`config.mk`:
```
export PLATFORM = sky130hd
export DESIGN_NAME = monitor_baterias
export DESIGN_NICKNAME = d
export VERILOG_FILES = /design/src/rtl/monitor_baterias_pkg.sv /design/src/rtl/canal_bateria.sv /design/src/rtl/monitor_baterias.sv
export SDC_FILE = /design/constraint.sdc
export NUM_CORES = 1
export LEC_CHECK = 0
export BUFFER_PORTS_ARGS = -buffer_cell sky130_fd_sc_hd__buf_2
export CORE_ASPECT_RATIO = 0.9
export CORE_MARGIN = 8
export CORE_UTILIZATION = 53
export DETAILED_ROUTE_END_ITERATION = 10
export GPL_ROUTABILITY_DRIVEN = 0
export GPL_TIMING_DRIVEN = 0
export MAX_ROUTING_LAYER = met4
export PLACE_DENSITY = 0.81
export SLEW_MARGIN = 20
export SYNTH_ARGS = -nofsm -noshare
export SYNTH_HDL_FRONTEND = slang
export SYNTH_SLANG_ARGS = --single-unit
```
`constraint.sdc`:
```
create_clock -name clk -period 2.1 [get_ports clk]
set_input_delay 0.105 -clock clk [delete_from_list [all_inputs] [get_ports clk]]
set_output_delay 0.105 -clock clk [all_outputs]
set_load 0.02 [all_outputs]
```
`src/rtl/monitor_baterias_pkg.sv`:
```
// Shared definitions for the battery monitor: per-channel state encoding and
// default parameter values.
package monitor_baterias_pkg;

  typedef enum logic [1:0] {
    NORMAL   = 2'd0,
    ENTRANDO = 2'd1,
    BAJA     = 2'd2,
    SALIENDO = 2'd3
  } estado_t;

  localparam int unsigned N_BAT_DEF       = 2;
  localparam int unsigned ANCHO_DEF       = 4;
  localparam int unsigned UMBRAL_BAJO_DEF = 2;
  localparam int unsigned UMBRAL_ALTO_DEF = 4;
  localparam int unsigned FILTRO_DEF      = 3;

endpackage

```
`src/rtl/canal_bateria.sv`:
```
// One battery channel: debounced low-charge FSM with hysteresis, debounce
// counter and sticky alarm latch.
// Ports:
//   clk, rst_n    - clock, async active-low reset
//   i_habilitar   - 0 forces the FSM to NORMAL and clears the counter
//   i_muestra     - charge sample for this channel
//   i_ack         - clears the alarm (a simultaneous new warning wins)
//   o_adv_sig_c   - next-cycle warning value (registered by the top level)
//   o_alarma      - sticky alarm (registered)
module canal_bateria
  import monitor_baterias_pkg::*;
#(
  parameter int unsigned ANCHO       = ANCHO_DEF,
  parameter int unsigned UMBRAL_BAJO = UMBRAL_BAJO_DEF,
  parameter int unsigned UMBRAL_ALTO = UMBRAL_ALTO_DEF,
  parameter int unsigned FILTRO      = FILTRO_DEF
) (
  input  logic             clk,
  input  logic             rst_n,
  input  logic             i_habilitar,
  input  logic [ANCHO-1:0] i_muestra,
  input  logic             i_ack,
  output logic             o_adv_sig_c,
  output logic             o_alarma
);

  localparam int unsigned CW = $clog2(FILTRO + 1);
  localparam logic [CW-1:0]    FILTRO_C = CW'(FILTRO);
  localparam logic [ANCHO-1:0] BAJO_C   = ANCHO'(UMBRAL_BAJO);
  localparam logic [ANCHO-1:0] ALTO_C   = ANCHO'(UMBRAL_ALTO);
  localparam bit               DIRECTO  = (FILTRO == 1);

  estado_t       r_estado, w_estado_sig;
  logic [CW-1:0] r_cnt, w_cnt_sig;
  logic          r_alarma;
  logic          w_bajo, w_alto, w_entra_baja;

  assign w_bajo = (i_muestra <= BAJO_C);
  assign w_alto = (i_muestra >= ALTO_C);

  // State and counter register
  always_ff @(posedge clk or negedge rst_n) begin
    if (!rst_n) begin
      r_estado <= NORMAL;
      r_cnt    <= '0;
    end else begin
      r_estado <= w_estado_sig;
      r_cnt    <= w_cnt_sig;
    end
  end

  // Next-state and debounce counter; the counter is zero in the stable states
  always_comb begin
    w_estado_sig = r_estado;
    w_cnt_sig    = r_cnt;
    if (!i_habilitar) begin
      w_estado_sig = NORMAL;
      w_cnt_sig    = '0;
    end else begin
      case (r_estado)
        NORMAL: begin
          if (w_bajo) begin
            if (DIRECTO) begin
              w_estado_sig = BAJA;
              w_cnt_sig    = '0;
            end else begin
              w_estado_sig = ENTRANDO;
              w_cnt_sig    = CW'(1);
            end
          end
        end
        ENTRANDO: begin
          if (w_bajo) begin
            if (r_cnt + CW'(1) >= FILTRO_C) begin
              w_estado_sig = BAJA;
              w_cnt_sig    = '0;
            end else begin
              w_cnt_sig = r_cnt + CW'(1);
            end
          end else begin
            w_estado_sig = NORMAL;
            w_cnt_sig    = '0;
          end
        end
        BAJA: begin
          if (w_alto) begin
            if (DIRECTO) begin
              w_estado_sig = NORMAL;
              w_cnt_sig    = '0;
            end else begin
              w_estado_sig = SALIENDO;
              w_cnt_sig    = CW'(1);
            end
          end
        end
        SALIENDO: begin
          if (w_alto) begin
            if (r_cnt + CW'(1) >= FILTRO_C) begin
              w_estado_sig = NORMAL;
              w_cnt_sig    = '0;
            end else begin
              w_cnt_sig = r_cnt + CW'(1);
            end
          end else begin
            w_estado_sig = BAJA;
            w_cnt_sig    = '0;
          end
        end
        default: begin
          w_estado_sig = NORMAL;
          w_cnt_sig    = '0;
        end
      endcase
    end
  end

  // Outputs: a new warning is an entry into BAJA from outside the low region
  always_comb begin
    o_adv_sig_c  = (w_estado_sig == BAJA) || (w_estado_sig == SALIENDO);
    w_entra_baja = (w_estado_sig == BAJA) &&
                   ((r_estado == NORMAL) || (r_estado == ENTRANDO));
  end

  // Sticky alarm: set has priority over acknowledge
  always_ff @(posedge clk or negedge rst_n) begin
    if (!rst_n) begin
      r_alarma <= 1'b0;
    end else if (w_entra_baja) begin
      r_alarma <= 1'b1;
    end else if (i_ack) begin
      r_alarma <= 1'b0;
    end
  end

  assign o_alarma = r_alarma;

endmodule

```
`src/rtl/monitor_baterias.sv`:
```
// Multi-channel battery charge monitor.
// Ports:
//   clk, rst_n        - clock, async active-low reset
//   habilitar         - monitoring enable
//   carga             - packed samples, channel i at [i*ANCHO +: ANCHO]
//   ack               - per-channel alarm acknowledge
//   advertencia       - debounced low-charge warning per channel
//   descargada        - sample was zero on the previous edge
//   alarma            - sticky alarm per channel
//   num_advertencias  - number of warnings currently set
module monitor_baterias
  import monitor_baterias_pkg::*;
#(
  parameter int unsigned N_BAT       = N_BAT_DEF,
  parameter int unsigned ANCHO       = ANCHO_DEF,
  parameter int unsigned UMBRAL_BAJO = UMBRAL_BAJO_DEF,
  parameter int unsigned UMBRAL_ALTO = UMBRAL_ALTO_DEF,
  parameter int unsigned FILTRO      = FILTRO_DEF
) (
  input  logic                         clk,
  input  logic                         rst_n,
  input  logic                         habilitar,
  input  logic [N_BAT*ANCHO-1:0]       carga,
  input  logic [N_BAT-1:0]             ack,
  output logic [N_BAT-1:0]             advertencia,
  output logic [N_BAT-1:0]             descargada,
  output logic [N_BAT-1:0]             alarma,
  output logic [$clog2(N_BAT+1)-1:0]   num_advertencias
);

  localparam int unsigned NW = $clog2(N_BAT + 1);

  logic [N_BAT-1:0] w_adv_sig;
  logic [N_BAT-1:0] w_desc_sig;
  logic [NW-1:0]    w_num_sig;
  logic [N_BAT-1:0] r_adv;
  logic [N_BAT-1:0] r_desc;
  logic [NW-1:0]    r_num;

  for (genvar i = 0; i < N_BAT; i++) begin : g_canal
    logic [ANCHO-1:0] w_muestra;
    assign w_muestra     = carga[i*ANCHO +: ANCHO];
    assign w_desc_sig[i] = (w_muestra == '0);

    canal_bateria #(
      .ANCHO       (ANCHO),
      .UMBRAL_BAJO (UMBRAL_BAJO),
      .UMBRAL_ALTO (UMBRAL_ALTO),
      .FILTRO      (FILTRO)
    ) u_canal (
      .clk         (clk),
      .rst_n       (rst_n),
      .i_habilitar (habilitar),
      .i_muestra   (w_muestra),
      .i_ack       (ack[i]),
      .o_adv_sig_c (w_adv_sig[i]),
      .o_alarma    (alarma[i])
    );
  end

  // Popcount of the next warning vector so the count lands with advertencia
  always_comb begin
    w_num_sig = '0;
    for (int i = 0; i < N_BAT; i++) begin
      w_num_sig = w_num_sig + NW'(w_adv_sig[i]);
    end
  end

  // Output registers
  always_ff @(posedge clk or negedge rst_n) begin
    if (!rst_n) begin
      r_adv  <= '0;
      r_desc <= '0;
      r_num  <= '0;
    end else begin
      r_adv  <= w_adv_sig;
      r_desc <= w_desc_sig;
      r_num  <= w_num_sig;
    end
  end

  assign advertencia      = r_adv;
  assign descargada       = r_desc;
  assign num_advertencias = r_num;

endmodule

```
After elaboration in Yosys (flattened, before gate mapping)

Cells that the tools add are included.

Register bits: 16
Latch bits: 0
Memory bits (writable): 0
Memory bits (read-only): 0
Logic and storage cells: 80
Memories kept: 0

$add $sub $neg: 3
$mul: 0
Div/mod/pow operators: 0
Order comparisons: 6
Equality and inequality tests: 14
Shifts and indexed selects: 0
Multiplexer cells: 34
Bitwise logic cells: 0
Reduce and logical (&&, ||, !) cells: 14

Operators by type and width:

| operator                                                                          | count |
|---|---|
| 2-bit 2-to-1 mux                                                                  | 26 |
| 2-bit one-hot mux with 4 select lines                                             | 4 |
| 2-bit equality test (second input constant)                                       | 8 |
| 3-bit by 2-bit inequality test with 1-bit output (second input constant)          | 4 |
| 4-bit by 3-bit >= comparator with 1-bit output (second input constant)            | 2 |
| 4-bit by 2-bit less-or-equal comparator with 1-bit output (second input constant) | 2 |
| 4-bit zero test                                                                   | 2 |
| 2-bit by 1-bit adder with 2-bit output (second input constant)                    | 2 |
| 2-bit by 1-bit equality test with 1-bit output (second input constant)            | 2 |
| 2-bit >= comparator (second input constant)                                       | 2 |
| 2-bit zero test                                                                   | 2 |
| 1-bit logical OR                                                                  | 4 |
| 1-bit 2-to-1 mux                                                                  | 4 |
| 2-bit AND reduction                                                               | 2 |
| 2-bit nonzero test                                                                | 2 |
| 1-bit by 1-bit adder with 2-bit output                                            | 1 |
| 1-bit logical AND                                                                 | 2 |

Logic depth before layout (Yosys ltp)

Gate-level depths: netlist (run 1).

Depth after elaboration: 9
Depth in mapped cells: 4
Gate-level depth less buffers: 4

By module

From an unflattened synthesis (run 1), not the netlist that was laid out.

Cell total of the unflattened synthesis: 53
Area, all modules: 728.2 um^2

By module, submodules not included:

| module           | instances | cells each | area each (um^2) |
|---|---|---|---|
| canal_bateria    | 2         | 22         | 270.3 |
| monitor_baterias | 1         | 9          | 187.7 |

Worst setup path before layout (run 1)

OpenSTA, ideal clock, no wires.

Path kind: register to register
From: register g_canal[1].u_canal.r_cnt[0]
To: register r_num[0], in the netlist num_advertencias[0]
Setup time: 0.126 ns
Data arrival time: 1.252 ns
Path slack: 0.722 ns
Cell stages (with the launch flop): 5
Buffers on the path: 0
Period minus slack after synthesis: 1.378 ns
Cell sequence: dfrtp_1 -> nand3b_1 -> a21oi_1 -> o221a_2 -> ha_1

Cells in the longest elaborated chain, start to end: 9
Elaborated cells on any way between the ends: 12

Ends and longest elaborated chain:

| what                                     | RTL line                                 | text |
|---|---|---|
| start: declaration                       | canal_bateria.sv:34                      | `logic [CW-1:0] r_cnt, w_cnt_sig;` |
| start signal: assignment                 | canal_bateria.sv:48                      | `r_cnt <= w_cnt_sig;` |
| 2-bit by 1-bit adder with 2-bit output * | canal_bateria.sv:74, canal_bateria.sv:98 |  |
| 2-bit >= comparator *                    | canal_bateria.sv:74, canal_bateria.sv:98 |  |
| 2-bit 2-to-1 mux (on tied branches)      | canal_bateria.sv:98, canal_bateria.sv:74 |  |
| 2-bit 2-to-1 mux (on tied branches)      | canal_bateria.sv:97, canal_bateria.sv:73 |  |
| 2-bit one-hot mux with 4 select lines *  | canal_bateria.sv:60                      | `case (r_estado)` |
| 2-bit 2-to-1 mux *                       | canal_bateria.sv:56                      | `if (!i_habilitar) begin` |
| 2-bit equality test                      | canal_bateria.sv:119                     | `o_adv_sig_c = (w_estado_sig == BAJA) \|\| (w_estado_sig == SALIENDO);` |
| 1-bit logical OR *                       | canal_bateria.sv:119                     |  |
| 1-bit by 1-bit adder with 2-bit output * | monitor_baterias.sv:65                   | `w_num_sig = w_num_sig + NW'(w_adv_sig[i]);` |
| named net w_num_sig[0]                   | monitor_baterias.sv:35                   | `logic [NW-1:0] w_num_sig;` |
| end signal: assignment                   | monitor_baterias.sv:78                   | `r_num <= w_num_sig;` |
| end: declaration                         | monitor_baterias.sv:38                   | `logic [NW-1:0] r_num;` |

The timed path passes the listed nets; every way through them passes the cells marked *.
A chain may end at the register's enable or synchronous reset.

Final worst setup path (run 1)

Same ends and word-level chain as after synthesis.

==> results of run 1 <==
[sequential cells by signal (all words and copies together), names as in the netlist]
register,count
g_canal.u_canal.r_cnt,4
g_canal.u_canal.r_estado,4
advertencia,2
descargada,2
g_canal.u_canal.o_alarma,2
num_advertencias,2
[final cells by class]
type / count / area, um2 / area share
flip-flops and latches: 16 / 400 / 0.416
well taps: 15 / 18.8 / 0.0195
inverters: 4 / 15.0 / 0.0156
multi-input cells: 42 / 334 / 0.347
clock buffers: 4 / 36.3 / 0.0377
plain buffers: 3 / 18.8 / 0.0195
repair buffers: 24 / 140 / 0.145
[cells by family (layout without fill, tap and decap cells)]
logic type,after synthesis,count (layout),synth area share
flip-flops,16,16,0.521
AND/OR/NAND/NOR,18,18,0.147
AO/OA/AOI/OAI,21,21,0.246
multiplexers,2,2,0.0261
adder cells (fa/ha/maj),1,1,0.0163
buffers and inverters,7,35,0.0440
[worst max-delay path: cells and delay by family, from the launching register on]
family                     cells  cell delay [ns]
AOI/OAI and AO/OA              2             0.49
adders and majority gates      1             0.21
DFF                            1             0.42
and+or+nand+nor                1             0.27
[power breakdown]
group	internal (mW)	total [mW]	leakage [nW]	switching, mW
clock	0.105	0.191	0.0210	0.0853
combinational	0.0255	0.0550	0.227	0.0295
sequential	0.313	0.320	0.221	0.00688
[cell usage after synthesis]
| master | instances |
|---|---|
| a211o_1 | 2 |
| a21oi_1 | 2 |
| a32o_1 | 2 |
| and3_1 | 2 |
| and4_1 | 2 |
| buf_4 | 2 |
| clkbuf_1 | 1 |
| dfrtp_1 | 16 |
| ha_1 | 1 |
| inv_1 | 4 |
| mux2i_1 | 2 |
| nand3b_1 | 4 |
| nand4b_1 | 2 |
| nor2_1 | 6 |
| nor4_1 | 2 |
| o211ai_1 | 2 |
| o21ai_0 | 2 |
| o21ai_1 | 2 |
| o221a_2 | 5 |
| o311ai_0 | 2 |
| o311ai_2 | 2 |
[worst max path at each step]
| stage | from | endpoint | cells after the start |
|---|---|---|---|
| final | g_canal[1].u_canal.r_cnt[0] | num_advertencias[0] | 4 |
| after global routing | g_canal[1].u_canal.r_cnt[0] | num_advertencias[0] | 4 |
| after CTS | g_canal[1].u_canal.r_cnt[0] | num_advertencias[0] | 4 |
| after detailed placement | g_canal[1].u_canal.r_cnt[0] | num_advertencias[0] | 4 |
| after global placement | g_canal[1].u_canal.r_cnt[0] | num_advertencias[0] | 4 |
| after floorplan | g_canal[1].u_canal.r_cnt[0] | num_advertencias[0] | 4 |
[stage by stage]
stage | hold WS (ns) | worst slack, ns | instance area [um2]
after floorplan | -0.191 | 0.722 | 768
after detailed placement | 0.0300 | 0.612 | 887
after global placement | 0.0312 | 0.595 | 887
after CTS | 0.000438 | 0.598 | 963
after global routing | 0.00398 | 0.488 | 963
final | 0.0168 | 0.586 | 963
[layer usage]
| layer | vias to the layer above | GRT usage | routed length, um |
|---|---|---|---|
| met5 | - | - | 0 |
| met4 | 0 | 0.0240 | 6 |
| met3 | 2 | 0.0608 | 126 |
| met2 | 24 | 0.168 | 712 |
| met1 | 294 | 0.136 | 663 |
| li1 | 319 | - | - |
==> flow_summary_export.csv, run 1 <==
group,metric,value,unit
run_status,outcome,"complete, no violations",
finish,final_cell_mix,"20 x buf_2, 16 x dfrtp_1, 6 x nor2_1, 5 x o221a_2",
worst_setup_path,worstReg2RegStart,"g_canal[1].u_canal.r_cnt[0]",
drt,wire_per_inst,14.0,um
drt,first_pass_iters,4,
pwr,power,0.566,mW
timing,relSlewSlack,0.755,
worst_setup_path,endpoint_kind,"flop",
timing,setup_viol,0,
finish,layout.nets,108,
timing,layout_min_cycle_time,1.51,ns
placement,io_buffers,20,
clocking,holdBufCountCts,4,
worst_setup_path,crit_path_start_kind,"flop",
worst_setup_path,crit_type,"reg -> reg",
yosys,seq_area_frac_synth,0.521,
timing,drv_slew,0,
min_path,hold_depth,2,
finish,fillers,105,
timing,clock.fmax,661,MHz
clocking,clock-root-buffer,"clkbuf_4",
flow_run,cap_violations,0,
global_route,grt_pass1_vias,595,
min_path,min-delay-start,"carga[5]",
timing,fin_worst_skew,0.000936,ns
drt,post_drt_via_cell_ratio,5.92,
worst_setup_path,worstPathRequired,2.27,ns
clocking,clk_path_buf_depth,2,
worst_setup_path,cp.arrival,1.68,ns
yosys,synthDistinctLibCells,21,
drt,postRouteAntennaNets,0,
yosys,synth_area,768,um2
worst_setup_path,path_cells,"nand3b_1, a21oi_1, o221a_2, ha_1",
finish,final_layout_size_suffix_gt1_frac,0.355,
pwr,leakage,0.468,nW
clocking,numCtsBuffers,3,
floorplanning,die-height,52.1,um
drt,drcViolationCount,0,
clocking,cts_resized,0,
yosys,synth_nets,79,
yosys,synth_area_leader_cell,"dfrtp_1",
global_route,overflow,0,
clocking,cts_tree,"built",
pwr,power.density,588,mW/mm2
global_route,track_usage,0.114,
floorplanning,chipWidth,56.1,um
worst_setup_path,reg2reg_slack,0.59,ns
yosys,synth_cells,65,
worst_setup_path,crit_fanout,6,
drt,routed_wl,1.51,mm
global_route,grt_max_degree,17,
clocking,cts.sinks,16,
finish,num_antenna_cells,0,
timing,worst_pin_slew,0.367,ns
drt,drt_iter0_markers,23,
floorplanning,dieArea,0.00293,mm2
clocking,ctsHtreeMaxLevel,1,
yosys,synth_top_area_share,0.521,
pwr,max-vdd-ir-drop,0.661,mV
timing,rsz0062_at_grt,"false",
floorplanning,core_area,0.00140,mm2
clocking,post_cts_buffers,0,
floorplanning,start_util,0.549,
finish,fin_util,0.689,
yosys,avgSynthCellArea,11.8,um2
yosys,synth_area_leaders,"dfrtp_1 52%, o221a_2 7.3%, o311ai_2 4.2%",
placement,dp_hpwl,1.17,mm
floorplanning,rows,13,
yosys,ys_ff_latch,16,
timing,fin_setup_tns,0,ns
global_route,grt_pass1_wl,2.62,mm
worst_setup_path,timing.rr.end,"num_advertencias[0]",
min_path,hold_class,"in -> reg",
yosys,yosys_warnings,0,
drt,vias,639,
finish,instances_no_fill,108,
global_route,antenna_found_initial,0,
worst_setup_path,crit_path_max_incr_delay,0.42,ns
floorplanning,ios,21,
timing,timing.final.crit_share,0.721,
placement,dp.cells,100,
worst_setup_path,ff2ff_path_depth,4,
finish,area_growth,25.4,%
timing,hold_viol,0,
finish,mostFrequentLayoutCell,"buf_2",
clocking,clock_latency,0.28,ns
min_path,hold_end,"descargada[1]",
worst_setup_path,crit_slowest_cell,"dfrtp_1",
clocking,path_clk_slew,0.08,ns
No activity file was read; power rests on OpenSTA's default activity.
==> run 2, diff against run 1 <==
- CORE_UTILIZATION: 53 -> 49
- PLACE_DENSITY: 0.81 -> 0.75
- clock period: 2.1 -> 1.5 ns (I/O delays scaled with it)
==> run 2 against run 1 <==
Effect of this change: the run now ends with negative setup slack left; worst setup slack worse by 0.60 ns; first-iteration DRC count is 8.7% higher; critical path depth stayed put; maximum frequency is 0.32% higher; cell count is 6.5% higher; sequential share of layout area is 2.5 points lower; clock power is 44% higher.
==> flow_summary_export.csv, run 2 (same netlist as run 1, synthesis figures left out) <==
group,metric,value,unit
finish,layout.nets,115,
floorplanning,start_util,0.525,
floorplanning,rows,13,
timing,timing.final.crit_share,1.01,
clocking,cts_tree,"built",
clocking,clock_latency,0.28,ns
drt,drcViolationCount,0,
run_status,violations,"negative setup slack",
drt,wire_per_inst,15.7,um
drt,drt_iter0_markers,25,
timing,layout_min_cycle_time,1.51,ns
floorplanning,chipWidth,57.7,um
clocking,clock-root-buffer,"clkbuf_4",
worst_setup_path,crit_path_max_incr_delay,0.43,ns
pwr,power,0.807,mW
worst_setup_path,path_cells,"nand3b_1, a21oi_2, o221a_2, ha_1",
worst_setup_path,cp.arrival,1.68,ns
pwr,clkPwrFrac,0.340,
drt,post_drt_via_cell_ratio,5.98,
global_route,antenna_found_initial,0,
run_status,outcome,"complete, but fails checks",
finish,num_antenna_cells,0,
pwr,power.density,787,mW/mm2
worst_setup_path,crit_slowest_cell,"dfrtp_1",
finish,top_regs,"g_canal.u_canal.r_cnt: 4 flops, g_canal.u_canal.r_estado: 4 flops",
timing,relSlewSlack,0.747,
floorplanning,dieArea,0.00309,mm2
global_route,grt_pass1_wl,2.75,mm
drt,routed_wl,1.81,mm
finish,final_cell_mix,"20 x buf_2, 16 x dfrtp_1, 8 x buf_4, 6 x nor2_1",
pwr,pwr-share-seq,0.556,
timing,drv_slew,0,
flow_run,cap_violations,0,
finish,multiInputGateArea,342,um2
clocking,numCtsBuffers,3,
clocking,clk_path_buf_depth,2,
timing,fin_worst_skew,0.00327,ns
worst_setup_path,crit_fanout,6,
finish,fillers,112,
min_path,hold_class,"in -> reg",
pwr,internal-power,0.626,mW
worst_setup_path,worstPathRequired,1.67,ns
floorplanning,ios,21,
pwr,switchingPower,0.182,mW
global_route,grt_pass1_vias,589,
finish,mostFrequentLayoutCell,"buf_2",
timing,setup_viol,1,
timing,clock.fmax,663,MHz
clocking,path_clk_slew,0.09,ns
global_route,overflow,0,
finish,area_growth,33.5,%
drt,vias,688,
clocking,ctsHtreeMaxLevel,1,
timing,worst_pin_slew,0.380,ns
placement,io_buffers,20,
finish,seq_area,400,um2
global_route,grt_max_degree,17,
timing,finalWorstSetupSlack,-0.00903,ns
global_route,track_usage,0.121,
pwr,max-vdd-ir-drop,0.912,mV
floorplanning,core_area,0.00146,mm2
worst_setup_path,crit_type,"reg -> reg",
pwr,swShare,0.225,
drt,postRouteAntennaNets,0,
floorplanning,die-height,53.6,um
clocking,cts.sinks,16,
finish,final_layout_size_suffix_gt1_frac,0.410,
pwr,leakage,0.501,nW
drt,first_pass_iters,6,
worst_setup_path,crit_path_start_kind,"flop",
pwr,pwr-share-comb,0.104,
placement,dp_hpwl,1.25,mm
worst_setup_path,endpoint_kind,"flop",
timing,hold_viol,0,
finish,fin_util,0.701,
==> run 2: per-layer routing <==
layer  global-route usage  vias to the layer above  share of wire
met5                    -                        -              0
met4               0.0366                        0         0.0066
met3               0.0546                        2          0.059
met2                0.172                       20           0.46
met1                0.151                      334           0.47
li1                     -                      332              -
==> run 2: path summary, 6_finish.rpt <==
check	cells after the start	start	slack, ns	endpoint
max in group asynchronous	2	rst_n	1.02	g_canal[1].u_canal.r_estado[0]
worst min-delay path	3	ack[0]	0.08	g_canal[0].u_canal.o_alarma
worst min register to register	1	g_canal[0].u_canal.o_alarma	0.51	g_canal[0].u_canal.o_alarma
worst max register to register	4	g_canal[1].u_canal.r_cnt[0]	-0.009	num_advertencias[0]
worst max-delay path	4	g_canal[1].u_canal.r_cnt[0]	-0.009	num_advertencias[0]
min in group asynchronous	2	rst_n	0.22	descargada[0]
==> run 2: area by class of cell <==
class	count	share of cell area
plain buffers	3	0.0183
clock buffers	4	0.0354
inverters	4	0.0146
multi-input cells	42	0.333
flip-flops and latches	16	0.390
well taps	15	0.0183
repair buffers	31	0.190
==> run 2: timing repair <==
item / CTS / global route
cloned: 0 / 0
endpoints found under the setup margin: 1 / 1
hold endpoints to repair: 18 / 0
resized for setup: 1 / 1
setup buffers: 0 / 6
hold buffers: 5 / 0
==> run 2: critical path, delay by kind of cell (launching register included) <==
family	cells	cell delay [ns]
AOI/OAI and AO/OA	2	0.44
DFF	1	0.43
and+or+nand+nor	1	0.30
adders and majority gates	1	0.22
==> run 2: power groups by stage <==
stage          Combinational, mW  Clock (mW)  Sequential [mW]
5_1_grt                   0.0931       0.305            0.450
2_1_floorplan             0.0300           0            0.457
4_1_cts                   0.0801       0.282            0.448
6_report                  0.0841       0.275            0.449
3_5_place_dp              0.0710           0            0.457
3_3_place_gp              0.0694           0            0.456
==> run 2: stage by stage <==
stage / TNS (ns) / cell area [um2] / setup WS, ns / std cells / hold slack [ns]
after floorplan: 0 / 768 / 0.122 / 65 / -0.221
final: -0.00903 / 1030 / -0.00903 / 115 / 0.0798
after global routing: -0.0366 / 1030 / -0.0366 / 115 / 0.0906
after global placement: 0 / 887 / 0.0243 / 100 / 0.00275
after CTS: 0 / 977 / 0.00886 / 109 / 0.0781
after detailed placement: -0.0344 / 887 / -0.0344 / 100 / -0.00249
